[config.mk]
export PLATFORM = sky130hd
export DESIGN_NAME = frame_buffer_sequencer
export DESIGN_NICKNAME = d
export VERILOG_FILES = /design/src/rtl/frame_buffer_sequencer.sv
export SDC_FILE = /design/constraint.sdc
export NUM_CORES = 1
export LEC_CHECK = 0
export BUFFER_PORTS_ARGS = -buffer_cell sky130_fd_sc_hd__buf_2
export CAP_MARGIN = 20
export CORE_MARGIN = 4
export CORE_UTILIZATION = 30
export CTS_BUF_LIST = sky130_fd_sc_hd__clkbuf_8 sky130_fd_sc_hd__clkbuf_16
export DETAILED_ROUTE_END_ITERATION = 10
export HOLD_SLACK_MARGIN = 0.06
export MAX_ROUTING_LAYER = met4
export PLACE_DENSITY = 0.57
export SLEW_MARGIN = 20
export SYNTH_ARGS = -nofsm -noshare
export SYNTH_HDL_FRONTEND = slang
export SYNTH_SLANG_ARGS = --single-unit
export TNS_END_PERCENT = 100
[constraint.sdc]
create_clock -name aclk -period 3.55 [get_ports aclk]
set_input_delay 0.5325 -clock aclk [delete_from_list [all_inputs] [get_ports aclk]]
set_output_delay 0.5325 -clock aclk [all_outputs]
set_load 0.05 [all_outputs]
[src/rtl/frame_buffer_sequencer.sv]
// Triple-buffer manager: rotates display / pending / write roles among three DDR
// frame buffers and issues toggle-style blank requests to the downstream blanker.
module frame_buffer_sequencer #(
  parameter int unsigned                  FRAME_ADDR_LENGTH = 8,
  parameter logic [FRAME_ADDR_LENGTH-1:0] BASE_ADDR         = 8'h70,
  parameter logic [FRAME_ADDR_LENGTH-1:0] ADDR_STEP         = 8'h04,
  parameter logic [23:0]                  BLANK_TIMEOUT     = 24'd4000000
) (
  input  logic                         aclk,
  input  logic                         aresetn,
  input  logic                         blank_enable_i,
  input  logic                         vsync_i,
  input  logic                         frame_done_i,
  input  logic                         blank_done_i,
  output logic                         frame_swap_o,
  output logic [FRAME_ADDR_LENGTH-1:0] blank_addr_o,
  output logic [FRAME_ADDR_LENGTH-1:0] write_addr_o,
  output logic [FRAME_ADDR_LENGTH-1:0] read_addr_o,
  output logic                         write_ready_o,
  output logic [15:0]                  dropped_cnt_o,
  output logic [1:0]                   status_o
);

  typedef enum logic [1:0] {
    ST_INIT,
    ST_READY,
    ST_BLANKING
  } state_t;

  state_t      state;
  logic [1:0]  r_idx, p_idx, w_idx;
  logic        p_valid;
  logic [23:0] blank_cnt;

  logic        rotate, request, show_pending;
  logic [1:0]  rot_p, rot_w, nxt_r, nxt_p;
  logic        rot_valid, nxt_valid;

  function automatic logic [FRAME_ADDR_LENGTH-1:0] buf_addr(input logic [1:0] idx);
    case (idx)
      2'd0:    buf_addr = BASE_ADDR;
      2'd1:    buf_addr = BASE_ADDR + ADDR_STEP;
      default: buf_addr = BASE_ADDR + ADDR_STEP + ADDR_STEP;
    endcase
  endfunction

  // A same-cycle vsync sees the pending buffer produced by this cycle's rotation.
  always_comb begin
    rotate       = (state == ST_READY) && frame_done_i;
    request      = rotate || (state == ST_INIT);
    rot_p        = rotate ? w_idx : p_idx;
    rot_w        = rotate ? p_idx : w_idx;
    rot_valid    = rotate || p_valid;
    show_pending = vsync_i && rot_valid;
    nxt_r        = show_pending ? rot_p : r_idx;
    nxt_p        = show_pending ? r_idx : rot_p;
    nxt_valid    = rot_valid && !vsync_i;
  end

  always_ff @(posedge aclk or negedge aresetn) begin
    if (!aresetn) begin
      state         <= ST_INIT;
      r_idx         <= 2'd0;
      w_idx         <= 2'd1;
      p_idx         <= 2'd2;
      p_valid       <= 1'b0;
      blank_cnt     <= '0;
      frame_swap_o  <= 1'b0;
      write_ready_o <= 1'b0;
      dropped_cnt_o <= '0;
      status_o      <= '0;
      read_addr_o   <= BASE_ADDR;
      write_addr_o  <= BASE_ADDR + ADDR_STEP;
      blank_addr_o  <= BASE_ADDR + ADDR_STEP;
    end else begin
      r_idx         <= nxt_r;
      p_idx         <= nxt_p;
      w_idx         <= rot_w;
      p_valid       <= nxt_valid;
      read_addr_o   <= buf_addr(nxt_r);
      write_ready_o <= (state == ST_READY) && !request;

      if (rotate && p_valid && (dropped_cnt_o != 16'hFFFF))
        dropped_cnt_o <= dropped_cnt_o + 16'd1;
      if (frame_done_i && (state != ST_READY))
        status_o[1] <= 1'b1;

      if (request) begin
        write_addr_o <= buf_addr(rot_w);
        blank_addr_o <= buf_addr(rot_w);
        if (blank_enable_i) begin
          frame_swap_o <= ~frame_swap_o;
          blank_cnt    <= '0;
          state        <= ST_BLANKING;
        end else begin
          state <= ST_READY;
        end
      end else if (state == ST_BLANKING) begin
        if (blank_done_i) begin
          state <= ST_READY;
        end else if (blank_cnt == BLANK_TIMEOUT - 24'd1) begin
          state       <= ST_READY;
          status_o[0] <= 1'b1;
        end else begin
          blank_cnt <= blank_cnt + 24'd1;
        end
      end
    end
  end

endmodule

## Word level (Yosys, flattened, before mapping)

Index checks and enable logic that the tools add are counted.

| operators by class | value |
|---|---|
| add/sub/neg operators | 2 |
| equality and inequality tests | 10 |
| muxes and demuxes | 16 |
| bitwise logic cells | 3 |
| reduce and logical (&&, ||, !) cells | 20 |

Operator list:

| operator | count |
|---|---|
| 24-bit 2-to-1 mux | 5 |
| 24-bit by 1-bit adder with 24-bit output, second input constant | 1 |
| 24-bit by 22-bit equality test with 1-bit output, second input constant | 1 |
| 2-bit 2-to-1 mux | 9 |
| 16-bit by 1-bit adder with 16-bit output, second input constant | 1 |
| 16-bit != test, second input constant | 1 |
| 4-bit one-hot mux with 2 select lines | 2 |
| 4-bit AND reduction | 2 |
| 1-bit logical AND | 7 |
| 2-bit by 1-bit equality test with 1-bit output, second input constant | 3 |
| 2-bit zero test | 3 |
| 2-bit by 1-bit != test with 1-bit output, second input constant | 2 |
| 2-bit != test, second input constant | 2 |
| 2-bit AND reduction | 2 |
| 1-bit NOT | 3 |
| 3-bit nonzero test | 1 |
| 2-bit equality test, second input constant | 1 |
| 1-bit zero test | 2 |
| 1-bit logical OR | 2 |
| 2-bit nonzero test | 1 |

| word-level totals | value |
|---|---|
| bits in registers | 69 |
| bits of input ports | 6 |
| output and inout bits | 44 |
| logic and storage cells | 64 |

## Logic depth before layout (Yosys ltp)

| logic depth | value |
|---|---|
| depth in word-level cells | 7 |
| depth in mapped cells | 8 |
| mapped depth without buffers | 7 |

## Least setup slack after synthesis

Ideal clock, no wire load.

| path | value |
|---|---|
| kind | register to register |
| start | reg dropped_cnt_o[3] |
| end | reg dropped_cnt_o[1] |
| data arrival time | 1807 ps |
| data required time | 3425 ps |
| path slack | 1618 ps |
| cell stages (with the launch flop) | 5 |
| path buffers | 0 |
| cells stage by stage | dfrtp_1 > and4_1 > and4_1 > a21boi_1 > mux2_2 |

| between the ends | value |
|---|---|
| word-level cells in the longest chain between the ends | 2 |

Ends and longest elaborated chain:

| what | RTL line | source |
|---|---|---|
| start, declared | 20 | `output logic [15:0] dropped_cnt_o,` |
| start signal, assigned | 84 | `dropped_cnt_o <= dropped_cnt_o + 16'd1;` |
| 16-bit != test | 83 | `if (rotate && p_valid && (dropped_cnt_o != 16'hFFFF))` |
| 1-bit logical AND | 83 |  |

Every way passes these cells.
A chain may end at the register's enable or synchronous reset.

## Final worst setup path

| path | value |
|---|---|
| start | reg blank_cnt[0] |
| end | reg blank_cnt[15] |

| between the ends | value |
|---|---|
| word-level cells in the longest chain between the ends | 5 |
| elaborated cells on any way between the ends | 8 |
| those cells by class | add/sub: 1; eq/ne: 2; mux: 4; reduce/logical: 1 |

Ends and longest elaborated chain:

| what | RTL line | source |
|---|---|---|
| start, declared | 33 | `logic [23:0] blank_cnt;` |
| start signal, assigned | 105 | `blank_cnt <= blank_cnt + 24'd1;` |
| 24-bit by 1-bit adder with 24-bit output | 105 |  |
| 24-bit 2-to-1 mux | 101 | `end else if (blank_cnt == BLANK_TIMEOUT - 24'd1) begin` |
| 24-bit 2-to-1 mux | 99 | `if (blank_done_i) begin` |
| 24-bit 2-to-1 mux | 98 | `end else if (state == ST_BLANKING) begin` |
| 24-bit 2-to-1 mux | 88 | `if (request) begin` |

Parallel ways exist; a longest one is shown, timed or not. The select of a mux whose other input is x is not followed.

==> parameters.txt <==
Parameter                              Value

STA
  Post-route fraction of the period consumed by the critical path ... 66.6%
  Post-route setup slack ... approximately 1200 ps
  Final number of max-transition violations ... 0
  RSZ-0062 raised after global routing ... false
  Final setup violation count ... 0
  Fmax ... 423 MHz
  Clock Skews ... roughly 17 ps
  Post-Route Hold Slack ... roughly 220 ps
  Endpoints failing hold ... 0
  Slew at the pin closest to its max-slew limit ... about 800 ps
  Post-Route Setup TNS ... 0 ps
  Min Clock Period, post-route ... 2360 ps
  Normalized max-slew margin ... between 40% and 50%

Setup path
  Worst-path cell chain ... ha_1 -> nand3_2 -> nor3_4 -> a21o_1 -> nand2_4 -> a31oi_1
  Crit. End Element ... flip-flop
  Critical Path AT ... 2590 ps
  Crit-path max FO ... 19
  Required time of the worst setup path ... roughly 3800 ps
  Largest incremental delay on the critical path ... 600 ps
  Startpoint-to-endpoint class of the critical path ... reg2reg
  Critical path's slowest cell ... a21o_1
  Nature of the critical path startpoint ... flip-flop
  Flop2flop setup slack ... roughly 1200 ps

Synth
  Syn Std Cell Area ... roughly 3000 sq um
  Most frequent cells after synthesis ... 53 x dfrtp_1, 29 x nand2_1, 21 x buf_4
  Synth top area share ... 43.6%
  Sequential fraction of the synthesis area ... a little under half
  Count of state elements after synthesis ... 56
  Number of distinct standard cells referenced by the synthesized netlist ... between 50 and 60
  Cell taking the most area after synthesis ... dfrtp_1
  FFs w/ async S/R, synth ... 100%
  Mapped Cells ... 299
  Synth Warn # ... 0
  Number of enable flip-flop cells after synthesis ... 0
  Main flop type after synthesis ... dfrtp_1
  Average footprint of a synthesized cell ... approximately 10 sq um
  Ranking of synthesized cells by area ... dfrtp_1 44%, buf_4 5.2%, xnor2_1 4.3%
  Count leader, synth ... dfrtp_1

GRT
  Number of antenna violations at the first check in global routing ... 0
  Via count of the first global-routing pass ... about 2200
  Wire length of the first global-routing pass ... roughly 11 mm
  Final global-route overflow total ... 0
  Overall track demand over capacity in global routing ... ~11%
  Maximum number of pins on one net before global-route repair ... 31

Cells and area
  Antenna Cells ... 0
  Final instance area ... roughly 3300 sq um
  Synth-to-Final Area Change ... 8.60%
  Count of nets after finishing ... roughly 330
  Filler cell count ... 1042
  Non-Filler Instances ... 460
  Fraction of final layout cells with drive strength greater than 1 ... around a fifth

Floorplan
  Die outline width ... between 100 and 150 microns
  Area of the core region ... approximately 9800 sq um
  Number of ports placed on the die boundary ... 50
  Floorplan die area ... 11800 sq um
  Starting density of the core ... roughly 31%
  Y dimension of the die ... ~110 microns
  Standard-cell row count ... 36

Route
  DRC violations left ... 0
  Number of violations reported at the end of detailed-routing iteration 0 ... roughly 190
  Total detailed-routing wirelength ... 6.31 mm
  Routed Antenna Nets ... 0
  Wirelength per Cell ... around 14 microns
  Via-per-instance ratio ... approximately 5
  Pre-Repair DR Iteration Count ... 4
  Number of vias in the routed layout ... 2308

Clock tree
  Largest buffer count on any clock path ... 2
  Clock edge transition at the registers on the reported setup and hold paths ... approximately 110 ps
  Clock tree from TritonCTS ... yes
  Clock buffer count from CTS ... 5
  Clock Sinks ... 56
  Post-CTS setup buffer count ... 0
  Number of H-tree levels ... 2
  Number of gates resized after cts ... 0
  Latest clock arrival within the worst-skew pair ... 320 ps
  Clock root buffer ... clkbuf_8
  Hold-fix buffers, CTS ... 0

Place
  HPWL reported at the end of detailed placement ... 4.50 mm
  Worst slack after detailed placement ... about 1200 ps
  Placed standard-cell area ... approximately 3200 sq um
  RD Place Congestion ... ~0.82
  Port-buffer cells ... 31
  Cell count after placement ... roughly 450

Min path
  Hold/Removal Path Class ... in2async

Job
  Count of maximum capacitance violations ... 0

Run status
  Status ... completed

Power and ir drop
  Worst vdd rail ir drop ... ~0.0003 V
  Pleak ... ~0.0015 uW
  Power density relative to cell area ... approximately 560 nW/um^2
## per-layer routing
layer	global-route usage, %	wire length [microns]	part of all wire [%]
met5	-	0	0
met4	2.98	56	0.89
met3	2.61	274	4.3
met2	18.4	2990	47
met1	14.8	2980	47
## metrics by stage
step           total power, uW  utilization [%]
2_1_floorplan             1390                -
3_3_place_gp              1480             32.7
3_5_place_dp              1490             32.7
4_1_cts                   1870             33.6
5_1_grt                   1970             33.6
6_report                  1840             33.6
## cell usage in the layout, fill, tap and decap left out, types with 4 or more instances in the layout
master / instances
o21ai_0: 9
a21o_1: 7
nand2_1: 29
conb_1: 18
xnor2_1: 15
dfrtp_1: 53
and4_1: 5
nor4_1: 5
nand3_1: 15
nand2b_1: 4
nor2_1: 10
buf_2: 31
nor3_1: 11
a31oi_1: 11
clkbuf_8: 5
nand4_1: 9
a22o_1: 4
mux2_2: 4
inv_1: 6
a21oi_1: 9
and3_1: 4
a211o_1: 5
## layout make-up
type	instances	area [sq um]	area share [%]
clock inverter	3	21.3	0.644
timing repair buffer	33	170	5.15
multi-input combinational	224	1450	43.9
inverter	6	22.5	0.682
clock buffer	5	68.8	2.08
tap	133	166	5.04
sequential	56	1410	42.5
## power breakdown
group,internal (uW),total (uW),switching (uW)
combinational,175,613,438
sequential,754,862,108
clock,141,364,223
## worst max-delay path: cells and delay by family (launching register included)
family | cells | cell delay, ps
AOI/OAI and AO/OA | 2 | 840
adders and majority gates | 1 | 220
DFF | 1 | 420
and+or+nand+nor | 3 | 790
## sequential cells by signal, summed over array words and instances (netlist names)
name / count
read_addr_o: 2
w_idx: 2
write_addr_o: 2
state: 2
frame_swap_o: 1
dropped_cnt_o: 16
p_valid: 1
r_idx: 1
blank_cnt: 24
status_o: 2
p_idx: 2
write_ready_o: 1
## final timing paths
kind / start / end / cells after the start
worst min register to register: status_o[1]$_DFFE_PN0P_ / status_o[1]$_DFFE_PN0P_ / 1
worst max-delay path: blank_cnt[0]$_DFFE_PN0P_ / blank_cnt[15]$_DFFE_PN0P_ / 6
min in group aclk: frame_done_i / write_ready_o$_DFF_PN0_ / 2
max in group asynchronous: aresetn / write_addr_o[2]$_DFFE_PN1N_ / 2
worst min-delay path: aresetn / dropped_cnt_o[9]$_DFFE_PN0P_ / 1
worst max register to register: blank_cnt[0]$_DFFE_PN0P_ / blank_cnt[15]$_DFFE_PN0P_ / 6
## kinds of logic (layout without fill, tap and decap cells)
| kind of cell | after synthesis | count (layout) | synth area share [%] |
|---|---|---|---|
| AO/OA/AOI/OAI | 65 | 65 | 15.4 |
| adder cells (fa/ha/maj) | 2 | 2 | 0.823 |
| AND/OR/NAND/NOR | 116 | 116 | 22.2 |
| multiplexers | 5 | 5 | 1.81 |
| buffers and inverters | 35 | 47 | 8.14 |
| XOR/XNOR | 18 | 18 | 5.18 |
| flip-flops | 56 | 56 | 46.2 |
| other | 2 | 18 | 0.247 |
No activity file was read; power rests on OpenSTA's default activity.
